## src/rtl/mem_arb_pkg.sv

```systemverilog
// rtl/mem_arb_pkg.sv - shared encodings for the data RAM arbiter
package mem_arb_pkg;

  typedef enum logic [1:0] {
    ST_IDLE    = 2'd0,
    ST_ACCESS  = 2'd1,
    ST_CAPTURE = 2'd2,
    ST_DONE    = 2'd3
  } arb_state_t;

  localparam logic OWNER_CPU = 1'b0;
  localparam logic OWNER_DBG = 1'b1;

  localparam logic OP_READ  = 1'b0;
  localparam logic OP_WRITE = 1'b1;

endpackage

```

## src/rtl/data_mem_arbiter.sv

```systemverilog
// rtl/data_mem_arbiter.sv - CPU/debug arbiter for the single-port data RAM
module data_mem_arbiter
  import mem_arb_pkg::*;
#(
  parameter int ADDR_W     = 8,
  parameter int DATA_W     = 8,
  parameter int STARVE_MAX = 4
) (
  input  logic              clk,
  input  logic              reset,
  input  logic              cpu_req_read,
  input  logic              cpu_req_write,
  input  logic [ADDR_W-1:0] cpu_addr,
  input  logic [DATA_W-1:0] cpu_wdata,
  output logic [DATA_W-1:0] cpu_rdata,
  output logic              cpu_stall,
  output logic              cpu_done,
  input  logic              dbg_req,
  input  logic              dbg_we,
  input  logic [ADDR_W-1:0] dbg_addr,
  input  logic [DATA_W-1:0] dbg_wdata,
  output logic [DATA_W-1:0] dbg_rdata,
  output logic              dbg_ack,
  output logic              mem_en,
  output logic              mem_we,
  output logic [ADDR_W-1:0] mem_addr,
  output logic [DATA_W-1:0] mem_wdata,
  input  logic [DATA_W-1:0] mem_rdata,
  output logic              busy
);

  localparam int CNT_W = $clog2(STARVE_MAX + 1);
  localparam logic [CNT_W-1:0] STARVE_LIM = CNT_W'(STARVE_MAX);

  arb_state_t        state_q, state_d;
  logic              owner_q, owner_d;
  logic              op_q, op_d;
  logic [ADDR_W-1:0] mem_addr_q, mem_addr_d;
  logic [DATA_W-1:0] mem_wdata_q, mem_wdata_d;
  logic [DATA_W-1:0] cpu_rdata_q, cpu_rdata_d;
  logic [DATA_W-1:0] dbg_rdata_q, dbg_rdata_d;
  logic [CNT_W-1:0]  starve_q, starve_d;

  logic cpu_any;
  assign cpu_any = cpu_req_read | cpu_req_write;

  // Next-state: grant in IDLE, sequence the access, capture read data
  always_comb begin
    state_d     = state_q;
    owner_d     = owner_q;
    op_d        = op_q;
    mem_addr_d  = mem_addr_q;
    mem_wdata_d = mem_wdata_q;
    cpu_rdata_d = cpu_rdata_q;
    dbg_rdata_d = dbg_rdata_q;
    starve_d    = starve_q;

    unique case (state_q)
      ST_IDLE: begin
        if (!dbg_req) begin
          starve_d = '0;
        end
        if (cpu_any || dbg_req) begin
          state_d = ST_ACCESS;
          // Debug wins when the CPU is idle or has been favoured too long
          if (dbg_req && (!cpu_any || starve_q == STARVE_LIM)) begin
            owner_d     = OWNER_DBG;
            op_d        = dbg_we ? OP_WRITE : OP_READ;
            mem_addr_d  = dbg_addr;
            mem_wdata_d = dbg_wdata;
            starve_d    = '0;
          end else begin
            owner_d     = OWNER_CPU;
            // Simultaneous read and write requests resolve to a write
            op_d        = cpu_req_write ? OP_WRITE : OP_READ;
            mem_addr_d  = cpu_addr;
            mem_wdata_d = cpu_wdata;
            if (dbg_req && starve_q != STARVE_LIM) begin
              starve_d = starve_q + CNT_W'(1);
            end
          end
        end
      end
      ST_ACCESS: begin
        state_d = (op_q == OP_WRITE) ? ST_DONE : ST_CAPTURE;
      end
      ST_CAPTURE: begin
        if (owner_q == OWNER_CPU) begin
          cpu_rdata_d = mem_rdata;
        end else begin
          dbg_rdata_d = mem_rdata;
        end
        state_d = ST_DONE;
      end
      ST_DONE: begin
        state_d = ST_IDLE;
      end
      default: begin
        state_d = ST_IDLE;
      end
    endcase
  end

  // State and datapath registers; reset abandons any access in flight
  always_ff @(posedge clk) begin
    if (!reset) begin
      state_q     <= ST_IDLE;
      owner_q     <= OWNER_CPU;
      op_q        <= OP_READ;
      mem_addr_q  <= '0;
      mem_wdata_q <= '0;
      cpu_rdata_q <= '0;
      dbg_rdata_q <= '0;
      starve_q    <= '0;
    end else begin
      state_q     <= state_d;
      owner_q     <= owner_d;
      op_q        <= op_d;
      mem_addr_q  <= mem_addr_d;
      mem_wdata_q <= mem_wdata_d;
      cpu_rdata_q <= cpu_rdata_d;
      dbg_rdata_q <= dbg_rdata_d;
      starve_q    <= starve_d;
    end
  end

  // Strobes decode straight from the registered state so they clear with reset
  always_comb begin
    mem_en    = (state_q == ST_ACCESS);
    mem_we    = (state_q == ST_ACCESS) && (op_q == OP_WRITE);
    cpu_done  = (state_q == ST_DONE) && (owner_q == OWNER_CPU);
    dbg_ack   = (state_q == ST_DONE) && (owner_q == OWNER_DBG);
    busy      = (state_q != ST_IDLE);
    cpu_stall = cpu_any & ~cpu_done;
  end

  assign mem_addr  = mem_addr_q;
  assign mem_wdata = mem_wdata_q;
  assign cpu_rdata = cpu_rdata_q;
  assign dbg_rdata = dbg_rdata_q;

endmodule

```

## config.mk

```make
export PLATFORM = sky130hd
export DESIGN_NAME = data_mem_arbiter
export DESIGN_NICKNAME = d
export VERILOG_FILES = /design/src/rtl/mem_arb_pkg.sv /design/src/rtl/data_mem_arbiter.sv
export SDC_FILE = /design/constraint.sdc
export NUM_CORES = 1
export LEC_CHECK = 0
export ABC_AREA = 1
export BUFFER_PORTS_ARGS = -buffer_cell sky130_fd_sc_hd__buf_2
export CORE_UTILIZATION = 47
export CTS_CLUSTER_DIAMETER = 100
export CTS_CLUSTER_SIZE = 8
export DETAILED_ROUTE_END_ITERATION = 6
export PLACE_DENSITY = 0.8
export REMOVE_ABC_BUFFERS = 1
export SYNTH_ARGS = -nofsm -noshare
export SYNTH_HDL_FRONTEND = slang
export SYNTH_SLANG_ARGS = --single-unit
```

## constraint.sdc

```tcl
create_clock -name clk -period 2 [get_ports clk]
set_input_delay 0.3 -clock clk [delete_from_list [all_inputs] [get_ports clk]]
set_output_delay 0.3 -clock clk [all_outputs]
set_load 0.005 [all_outputs]
```

==> impl_metrics.toml <==
[min_path]
hp-class = "in -> reg"
hp-start = "mem_rdata[4]"

[die]
die_area_um2 = 4478
core_um2 = 4029
initial_core_util = 0.4916
dieHeight_um = 66.92
dieWidth_um = 66.92
io_pins = 84
fp-row-count = 23

[power]
intPower_mw = 1.711
power.switching_mw = 1.007
leakagePower_nw = 1.284
p_sw_frac = 0.3705
pwr-share-comb = 0.376
powerDensity_nw_per_um2 = 1091
clkPwrFrac = 0.239
seqPwrFrac = 0.385
vdd_drop_max_uv = 665.2

[worst_setup_path]
start_kind = "flip-flop"
setup.worst_path.end_class = "primary output"
crit_fanout = 5
cp.arrival_ns = 1.37
crit_start = "state_q[0]"
required_ns = 1.70
crit_type = "reg -> out"
reg2reg_from = "state_q[0]"

[final_layout]
fin_cells = 397
layout_commonest_cell = "buf_2"
diodes = 0
nets = 399
syn_to_final_growth_pct = 25.84
fin_area_um2 = 2492
layout_common_cells = "buf_2, nand2_1, nor2_1"
drive_above_1_share = 0.3573
fin_util = 0.6186
fill_cells = 362

[global_routing]
grt_pass1_vias = 1681
grt_pass1_wl_um = 7258
grt.overflow.total = 0
grt_max_degree = 20
grt_usage = 0.2158
antenna_found_initial = 0

[place]
placedCellCount = 389
place_hpwl_um = 3224
placed_cell_area_um2 = 2380
port_buffers = 83
gp_congestion = 0.7776

[timing]
hold_viol = 0
relSlewSlack = 0.5720
slew_violations = 0
setup_violations = 0
fmax_ghz = 0.6004
finalClockSkew_ns = 0.006978
setup_tns_ns = 0
tightest_slew_ns = 0.6413
rsz0062_at_grt = "false"
post-route-period-util = 0.8327
period_needed_ns = 1.665

[logic_synthesis]
ys_seq_area_frac = 0.3942
synth_warnings = 0
synthCells = 262
syn-mean-instance-area_um2 = 7.560
synth_seq_cells = 39
syn_area_um2 = 1981
yosysUniqueCellTypes = 23

[detailed_routing]
vias = 1892
wirelength_um = 4491
viasPerCell = 4.766
drtIter0Drc = 135
postRouteAntennaNets = 0
avgRoutedWirePerCell_um = 11.31
drc = 0
drt-pass1-iter-count = 4

[clocking]
clkTransAtPathRegs_ns = 0.08
post_cts.repair.setup_buffers = 0
numCtsBuffers = 5
cts_buffer_depth = 2
cts_repair_resize_count = 0
cts.sinks = 39
cts_hold_buffers = 0
cts_root_buf = "clkbuf_8"
clk_latency_ns = 0.29
h-tree-depth = 2
cts_tree = "done"

[job]
max_cap_violations = 0

[outcome]
outcome = "finished, final reports clean"
[kinds of logic (layout without fill, tap and decap cells)]
family                   Yosys count  count (layout)  synth area share
AND/OR/NAND/NOR                  128             128            0.3057
adder cells (fa/ha/maj)            7               7           0.04422
buffers and inverters             44             129            0.1244
flip-flops                        39              39            0.3942
AO/OA/AOI/OAI                     44              44            0.1314
[power groups by stage]
stage | Sequential [mW] | Combinational [mW] | Clock, mW
after floorplan | 1.06 | 0.641 | 0
after global placement | 1.06 | 1.00 | 0
after detailed placement | 1.06 | 1.03 | 0
after CTS | 1.05 | 1.03 | 0.675
after global routing | 1.06 | 1.17 | 0.711
final | 1.05 | 1.02 | 0.650
[per-layer routing]
layer	global-route usage	share of wire	vias up	routed length, µm
li1	-	-	993	-
met1	0.2497	0.46	813	2062
met2	0.3662	0.45	80	2005
met3	0.06507	0.078	6	351
met4	0.08777	0.016	0	72
met5	0	0	-	0
[synthesized netlist by cell type (all sizes together)]
master  number  area share
nand2       50        0.10
o21ai       21       0.055
buf          6       0.040
a21oi       22       0.073
dfxtp       39        0.39
nand3       34        0.11
clkbuf       3       0.011
o21a         1      0.0038
nor2        44       0.091
inv         33       0.063
clkinv       2       0.011
ha           7       0.044
[final timing paths]
path	cells past startpoint	end	slack, ns
setup reg to reg	8	mem_addr[4]	0.39
hold / removal	3	cpu_rdata[4]	0.25
hold reg to reg	2	mem_addr[7]	0.47
setup / recovery	4	busy	0.33
[metrics by stage]
step / total power, mW / setup slack [ns] / hold WS [ns]
final: 2.719 / 0.3346 / 0.2477
after floorplan: 1.705 / 0.3923 / 0.4349
after CTS: 2.750 / 0.3213 / 0.2383
after global placement: 2.064 / 0.4502 / 0.4558
after global routing: 2.940 / 0.1839 / 0.2464
after detailed placement: 2.084 / 0.4126 / 0.4558
[critical path, cell delays in order, from the launching register on]
cell	delay, ns
dfxtp_1	0.41
inv_1	0.10
ha_1	0.29
inv_1	0.14
buf_2	0.13
[registers in the layout (all words and copies together) (netlist names)]
register	cells
cpu_rdata	8
dbg_rdata	8
mem_addr	8
mem_wdata	8
starve_q	3
state_q	2
op_q	1
owner_q	1
[area by class of cell]
class / instances / area, µm² / share of cell area
clock buffers: 5 / 68.82 / 0.02761
clock inverters: 3 / 43.79 / 0.01757
flip-flops and latches: 39 / 780.7 / 0.3133
well taps: 50 / 62.56 / 0.02510
multi-input cells: 179 / 953.4 / 0.3825
repair buffers: 86 / 437.9 / 0.1757
inverters: 35 / 145.1 / 0.05823
No activity file was read; power rests on OpenSTA's default activity.
